## src/rtl/serial_word_receiver.sv

```systemverilog
// serial_word_receiver: serial-in / parallel-out far end of the 4-bit shift-register link.
// Assembles WIDTH-bit words MSB-first or LSB-first from a gated bit stream and presents
// them on a registered output with a VALID/RDY handshake and a sticky overrun flag.
// Optional build macro SERIAL_RX_PARITY_EN: appends one even-parity bit per frame and
// reports a mismatch on PERR alongside the word on Q.
module serial_word_receiver #(
    parameter int WIDTH = 4
) (
    input  logic             CP,
    input  logic             CR,
    input  logic             SI,
    input  logic             SEN,
    input  logic             DIR,
    input  logic             RDY,
    input  logic             OVR_CLR,
    output logic [WIDTH-1:0] Q,
    output logic             VALID,
    output logic             BUSY,
    output logic             OVR,
    output logic             PERR
);

`ifdef SERIAL_RX_PARITY_EN
    localparam int FL = WIDTH + 1;
`else
    localparam int FL = WIDTH;
`endif
    localparam int CNT_W = $clog2(FL + 1);

    typedef enum logic {
        IDLE  = 1'b0,
        SHIFT = 1'b1
    } state_t;

    state_t           state;
    state_t           state_next;
    logic [CNT_W-1:0] cnt;
    logic [CNT_W-1:0] cnt_next;
    logic [CNT_W-1:0] cnt_inc;
    logic [WIDTH-1:0] sr;
    logic [WIDTH-1:0] sr_next;
    logic [WIDTH-1:0] shifted;
    logic [WIDTH-1:0] word;
    logic             dir_l;
    logic             dir_next;
    logic             sample_dir;
    logic             done;
    logic             accept;
    logic             overrun;

    // State register: FSM state, bit counter, shift register and latched direction
    always_ff @(posedge CP or negedge CR) begin
        if (!CR) begin
            state <= IDLE;
            cnt   <= '0;
            sr    <= '0;
            dir_l <= 1'b0;
        end else begin
            state <= state_next;
            cnt   <= cnt_next;
            sr    <= sr_next;
            dir_l <= dir_next;
        end
    end

    // Next-state logic: sample a bit on each strobe, finish the frame on bit FL
    always_comb begin
        state_next = state;
        cnt_next   = cnt;
        sr_next    = sr;
        dir_next   = dir_l;
        done       = 1'b0;
        // The first bit of a frame uses the live DIR; later bits use the latched copy
        sample_dir = (state == IDLE) ? DIR : dir_l;
        shifted    = sample_dir ? {sr[WIDTH-2:0], SI} : {SI, sr[WIDTH-1:1]};
        cnt_inc    = cnt + CNT_W'(1);
`ifdef SERIAL_RX_PARITY_EN
        // The completing bit is the parity bit, so the data word is already in SR
        word       = sr;
`else
        word       = shifted;
`endif
        if (SEN) begin
            if (state == IDLE) begin
                dir_next = DIR;
            end
`ifdef SERIAL_RX_PARITY_EN
            if (cnt != CNT_W'(WIDTH)) begin
                sr_next = shifted;
            end
`else
            sr_next = shifted;
`endif
            if (cnt_inc == CNT_W'(FL)) begin
                done       = 1'b1;
                state_next = IDLE;
                cnt_next   = '0;
            end else begin
                state_next = SHIFT;
                cnt_next   = cnt_inc;
            end
        end
    end

    // Output decode: busy flag and what happens to a completed word
    always_comb begin
        BUSY    = (state == SHIFT);
        accept  = done && (!VALID || RDY);
        overrun = done && VALID && !RDY;
    end

    // Output word register, handshake and sticky overrun (set wins over clear)
    always_ff @(posedge CP or negedge CR) begin
        if (!CR) begin
            Q     <= '0;
            VALID <= 1'b0;
            OVR   <= 1'b0;
        end else begin
            if (accept) begin
                Q     <= word;
                VALID <= 1'b1;
            end else if (VALID && RDY) begin
                VALID <= 1'b0;
            end
            if (overrun) begin
                OVR <= 1'b1;
            end else if (OVR_CLR) begin
                OVR <= 1'b0;
            end
        end
    end

`ifdef SERIAL_RX_PARITY_EN
    logic perr_q;

    // Parity result travels with the accepted word; dropped words leave it alone
    always_ff @(posedge CP or negedge CR) begin
        if (!CR) begin
            perr_q <= 1'b0;
        end else if (accept) begin
            perr_q <= (^sr) ^ SI;
        end
    end

    assign PERR = perr_q;
`else
    assign PERR = 1'b0;
`endif

endmodule

```

## config.mk

```make
export PLATFORM = sky130hd
export DESIGN_NAME = serial_word_receiver
export DESIGN_NICKNAME = d
export VERILOG_FILES = /design/src/rtl/serial_word_receiver.sv
export SDC_FILE = /design/constraint.sdc
export NUM_CORES = 1
export LEC_CHECK = 0
export BUFFER_PORTS_ARGS = -buffer_cell sky130_fd_sc_hd__buf_2
export CAP_MARGIN = 20
export CORE_AREA = 2 2 39 41
export DETAILED_ROUTE_END_ITERATION = 8
export DIE_AREA = 0 0 41 43
export PLACE_DENSITY = 0.75
export SYNTH_ARGS = -nofsm -noshare
export SYNTH_HDL_FRONTEND = slang
export SYNTH_SLANG_ARGS = --single-unit
export TNS_END_PERCENT = 20
```

## constraint.sdc

```tcl
create_clock -name CP -period 4 [get_ports CP]
set_input_delay 1 -clock CP [delete_from_list [all_inputs] [get_ports CP]]
set_output_delay 1 -clock CP [all_outputs]
set_load 0.02 [all_outputs]
```

* Word level (Yosys, flattened, before mapping)
Cells that the tools add are included.
** Operators by class
- Add/sub/neg operators :: 1
- $mul :: 0
- Div/mod/pow operators :: 0
- Magnitude comparators :: 0
- Eq/ne operators :: 1
- Shift operators :: 0
- Muxes and demuxes :: 10
- Bitwise operators :: 0
- Reduce and logical (&&, ||, !) cells :: 9
** Operator list (number)
- 2-to-1 mux 1 bit :: 8
- logical AND 1 bit :: 4
- 2-to-1 mux 4 bit :: 1
- nonzero test 2 bit :: 2
- adder 3 x 1 -> 3 bit, second input constant :: 1
- == test 3 bit, second input constant :: 1
- 2-to-1 mux 3 bit :: 1
- zero test 1 bit :: 2
- logical OR 1 bit :: 1
** Word-level totals
- Register bits :: 15
- Bits in latches :: 0
- RAM bits :: 0
- ROM bits :: 0
- Input port bits :: 7
- Output and inout port bits :: 8
- Word-level logic and storage cells :: 28
- Memories :: 0

* Depth between registers and ports, before layout
- Depth after elaboration :: 7
- Mapped depth :: 5
- Gate-level depth less buffers :: 5

* Worst setup path before layout
No wires, ideal clock.
- Path kind :: in2reg
- From :: input DIR
- To :: register Q[2]
- Setup time :: 0.125 ns
- Data arrival time :: 1.891 ns
- Data required time :: 3.875 ns
- Path slack :: 1.984 ns
- Cell stages on the path :: 3
- Path buffers :: 0
- Cell sequence :: mux2i_2 mux2_4 mux2_2
** On the way
- Longest elaborated chain between the ends :: 2
** RTL lines
- start, declared :: line 13 : input logic DIR,
- 2-to-1 mux 1 bit
- 2-to-1 mux 4 bit :: line 75 : shifted = sample_dir ? {sr[WIDTH-2:0], SI} : {SI, sr[WIDTH-1:1]};
- end signal, assigned :: line 120 : Q <= word;
- end, declared :: line 16 : output logic [WIDTH-1:0] Q,
Every way passes these cells.
A chain may end at the register's enable or synchronous reset.

* Final worst setup path
- From :: input DIR
- To :: register sr[3]
** On the way
- Longest elaborated chain between the ends :: 2
** RTL lines
- 2-to-1 mux 1 bit
- 2-to-1 mux 4 bit :: line 75
- end signal, assigned :: line 61 : sr <= sr_next;
- end, declared :: line 40 : logic [WIDTH-1:0] sr;
Every way passes these cells.

==> impl_metrics.toml <==
[run_status]
status = "finished, final reports clean"

[floorplanning]
core-area_um2 = 1380
die_x_um = 41
pin_count = 15
dieArea_um2 = 1760
fp-row-count = 14
start_util = 0.486
die_y_um = 43

[clock_network]
tritoncts = "built"
clk_pin_slew_ns = 0.08
cts_max_path_buffers = 2
cts_root_buf = "clkbuf_4"
holdBufCountCts = 0
clock_sinks = 15
cts_resized = 0
worstSkewPairLatency_ns = 0.27
cts_inserted_buffers = 3
htree_levels = 1
cts_setup_buffers = 0

[worst_setup_path]
r2r_slack_ns = 2.41
arrival_ns = 2.07
critPathLaunchType = "primary input"
cp-end-kind = "flip-flop"
path_delay_family = "multiplexers"
cp.required_ns = 4.16
worstPathBufferInverterCount = 1
crit_chain = "buf_2 -> mux2i_2 -> mux2_4 -> mux2_2"
crit-reg2reg-capture = "Q[3]$_DFFE_PN0P_"
r2r_cells = 5
crit_type = "primary input to flip-flop"
cp_slowest_cell = "mux2i_2"
max_stage_delay_ns = 0.35
worstPathMaxFanout = 5
worstReg2RegStart = "cnt[0]$_DFFE_PN0P_"

[place]
globalplace.congestion = 0.657
dpl_worst_slack_ns = 1.79
portBuffers = 13
dpl.cell_count = 81

[finish]
instances_no_fill = 85
syn_to_final_growth_pct = 14.7
nFillCells = 121
final_util = 0.558
layout-drive-gt1-share = 0.362
antennaDiodeCount = 0
fin_nets = 80

[global_routing]
track_usage = 0.143
grt_pass1_vias = 396
grt_max_degree = 16
antenna_found_initial = 0
grt_pass1_wl_um = 1600
grt-ovfl-total = 0

[timing]
finClkSkew_ns = 0.00419
setup_viol = 0
fin_crit_sh = 0.477
finalSetupTns_ns = 0
layout_setup_ws_ns = 2.09
finalCriticalPeriod_ns = 1.91
final_max_slew_viol_count = 0
fmax_mhz = 524
hold_violations = 0
rsz0062_at_grt = "no"

[yosys]
syn-cell-area_um2 = 673
ys_seq_elements = 15
synth_top_area_share = 0.558
yosys-top-cells-area = "dfrtp_1 56%, mux2_2 10%, mux2i_1 5.9%"
yosys_warnings = 0
yosysUniqueCellTypes = 18
syn_inst = 54
ys_seq_area_frac = 0.558
syn_avg_cell_area_um2 = 12.5
synth.largest_area_cell = "dfrtp_1"
syn_nets = 64

[drt]
wirelength_um = 1000
ant_nets = 0
vias = 410
dr.pass1.iters = 4
drt_iter0_drc = 5
drc = 0
vias_per_cell = 4.82
wire_per_inst_um = 11.8

[pwr]
vdd_ir_drop_max_mv = 0.260
p_total_mw = 0.568
leakage_nw = 0.367
powerDensity_nw_per_um2 = 736

[hold_path]
hold_path_depth = 1
hold_start = "Q[3]$_DFFE_PN0P_"
hp-class = "flip-flop to flip-flop"
hold_end = "Q[3]$_DFFE_PN0P_"

[flow_run]
maxCapViolations = 0
stage by stage:
stage	area [um2]	hold slack (ns)
floorplan	673	0.481
global placement	746	0.491
detailed placement	746	0.496
CTS	772	0.514
global route	772	0.547
finish	772	0.509
how the worst max path moves through the flow:
stage | start | endpoint | slack [ns] | cells past startpoint
global route | DIR | sr[2]$_DFFE_PN0P_ | 2.08 | 4
finish | DIR | sr[3]$_DFFE_PN0P_ | 2.09 | 4
global placement | DIR | sr[3]$_DFFE_PN0P_ | 1.80 | 4
CTS | DIR | sr[3]$_DFFE_PN0P_ | 2.08 | 4
detailed placement | DIR | Q[3]$_DFFE_PN0P_ | 1.79 | 4
floorplan | DIR | Q[2]$_DFFE_PN0P_ | 1.98 | 3
layout by cell type, fill, tap and decap left out:
cell type  netlist  final
buf_2            1     13
mux2i_2          1      1
o21ai_0          1      1
clkbuf_4         0      3
nand2_1          3      3
ha_1             3      3
mux2_4           2      2
nand2b_1         1      1
a21oi_1          3      3
nor2_1           4      4
clkbuf_1         0      1
mux2_2           6      6
inv_1            5      5
conb_1           1      1
o21a_1           1      1
and2b_1          1      1
dfrtp_1         15     15
o22ai_1          1      1
mux2i_1          4      4
synthesized netlist by cell type, drive strengths merged:
cell type  count
ha             3
o22ai          1
o21ai          1
nor2           4
nand2b         1
nand2          3
mux2           8
a21oi          3
conb           1
dfrtp         15
inv            5
buf            2
and2b          1
mux2i          5
o21a           1
kinds of logic after synthesis:
group / after synthesis / share of synthesized area
other cells: 1 / 0.00557
fa+ha+maj: 3 / 0.0558
compound gates: 6 / 0.0502
mux: 13 / 0.225
flops: 15 / 0.558
buf+inv: 7 / 0.0465
simple gates: 9 / 0.0595
flip-flops by register name, indices dropped and copies added, names as in the netlist:
name / count
dir_l: 1
VALID: 1
Q: 4
cnt: 3
sr: 4
OVR: 1
BUSY: 1
area by class of cell:
type | instances | area (um2) | area share
Sequential cell | 15 | 375 | 0.486
Multi-Input combinational cell | 32 | 267 | 0.345
Timing Repair Buffer | 13 | 65.1 | 0.0843
Clock buffer | 4 | 26.3 | 0.0340
Tap cell | 16 | 20.0 | 0.0259
Inverter | 5 | 18.8 | 0.0243
report_power, final:
part,total (mW),internal (mW),switching (mW)
clock,0.0819,0.0386,0.0433
combinational,0.235,0.117,0.118
sequential,0.252,0.215,0.0369
total,0.568,0.370,0.198
layer usage:
layer  track usage  up-vias  wire length, um
li1              -      205                -
met1         0.182      190              467
met2         0.197       11              443
met3        0.0471        4               62
met4         0.100        0               27
met5             0        -                0
Note: power is estimated with default switching activity, not from simulation.
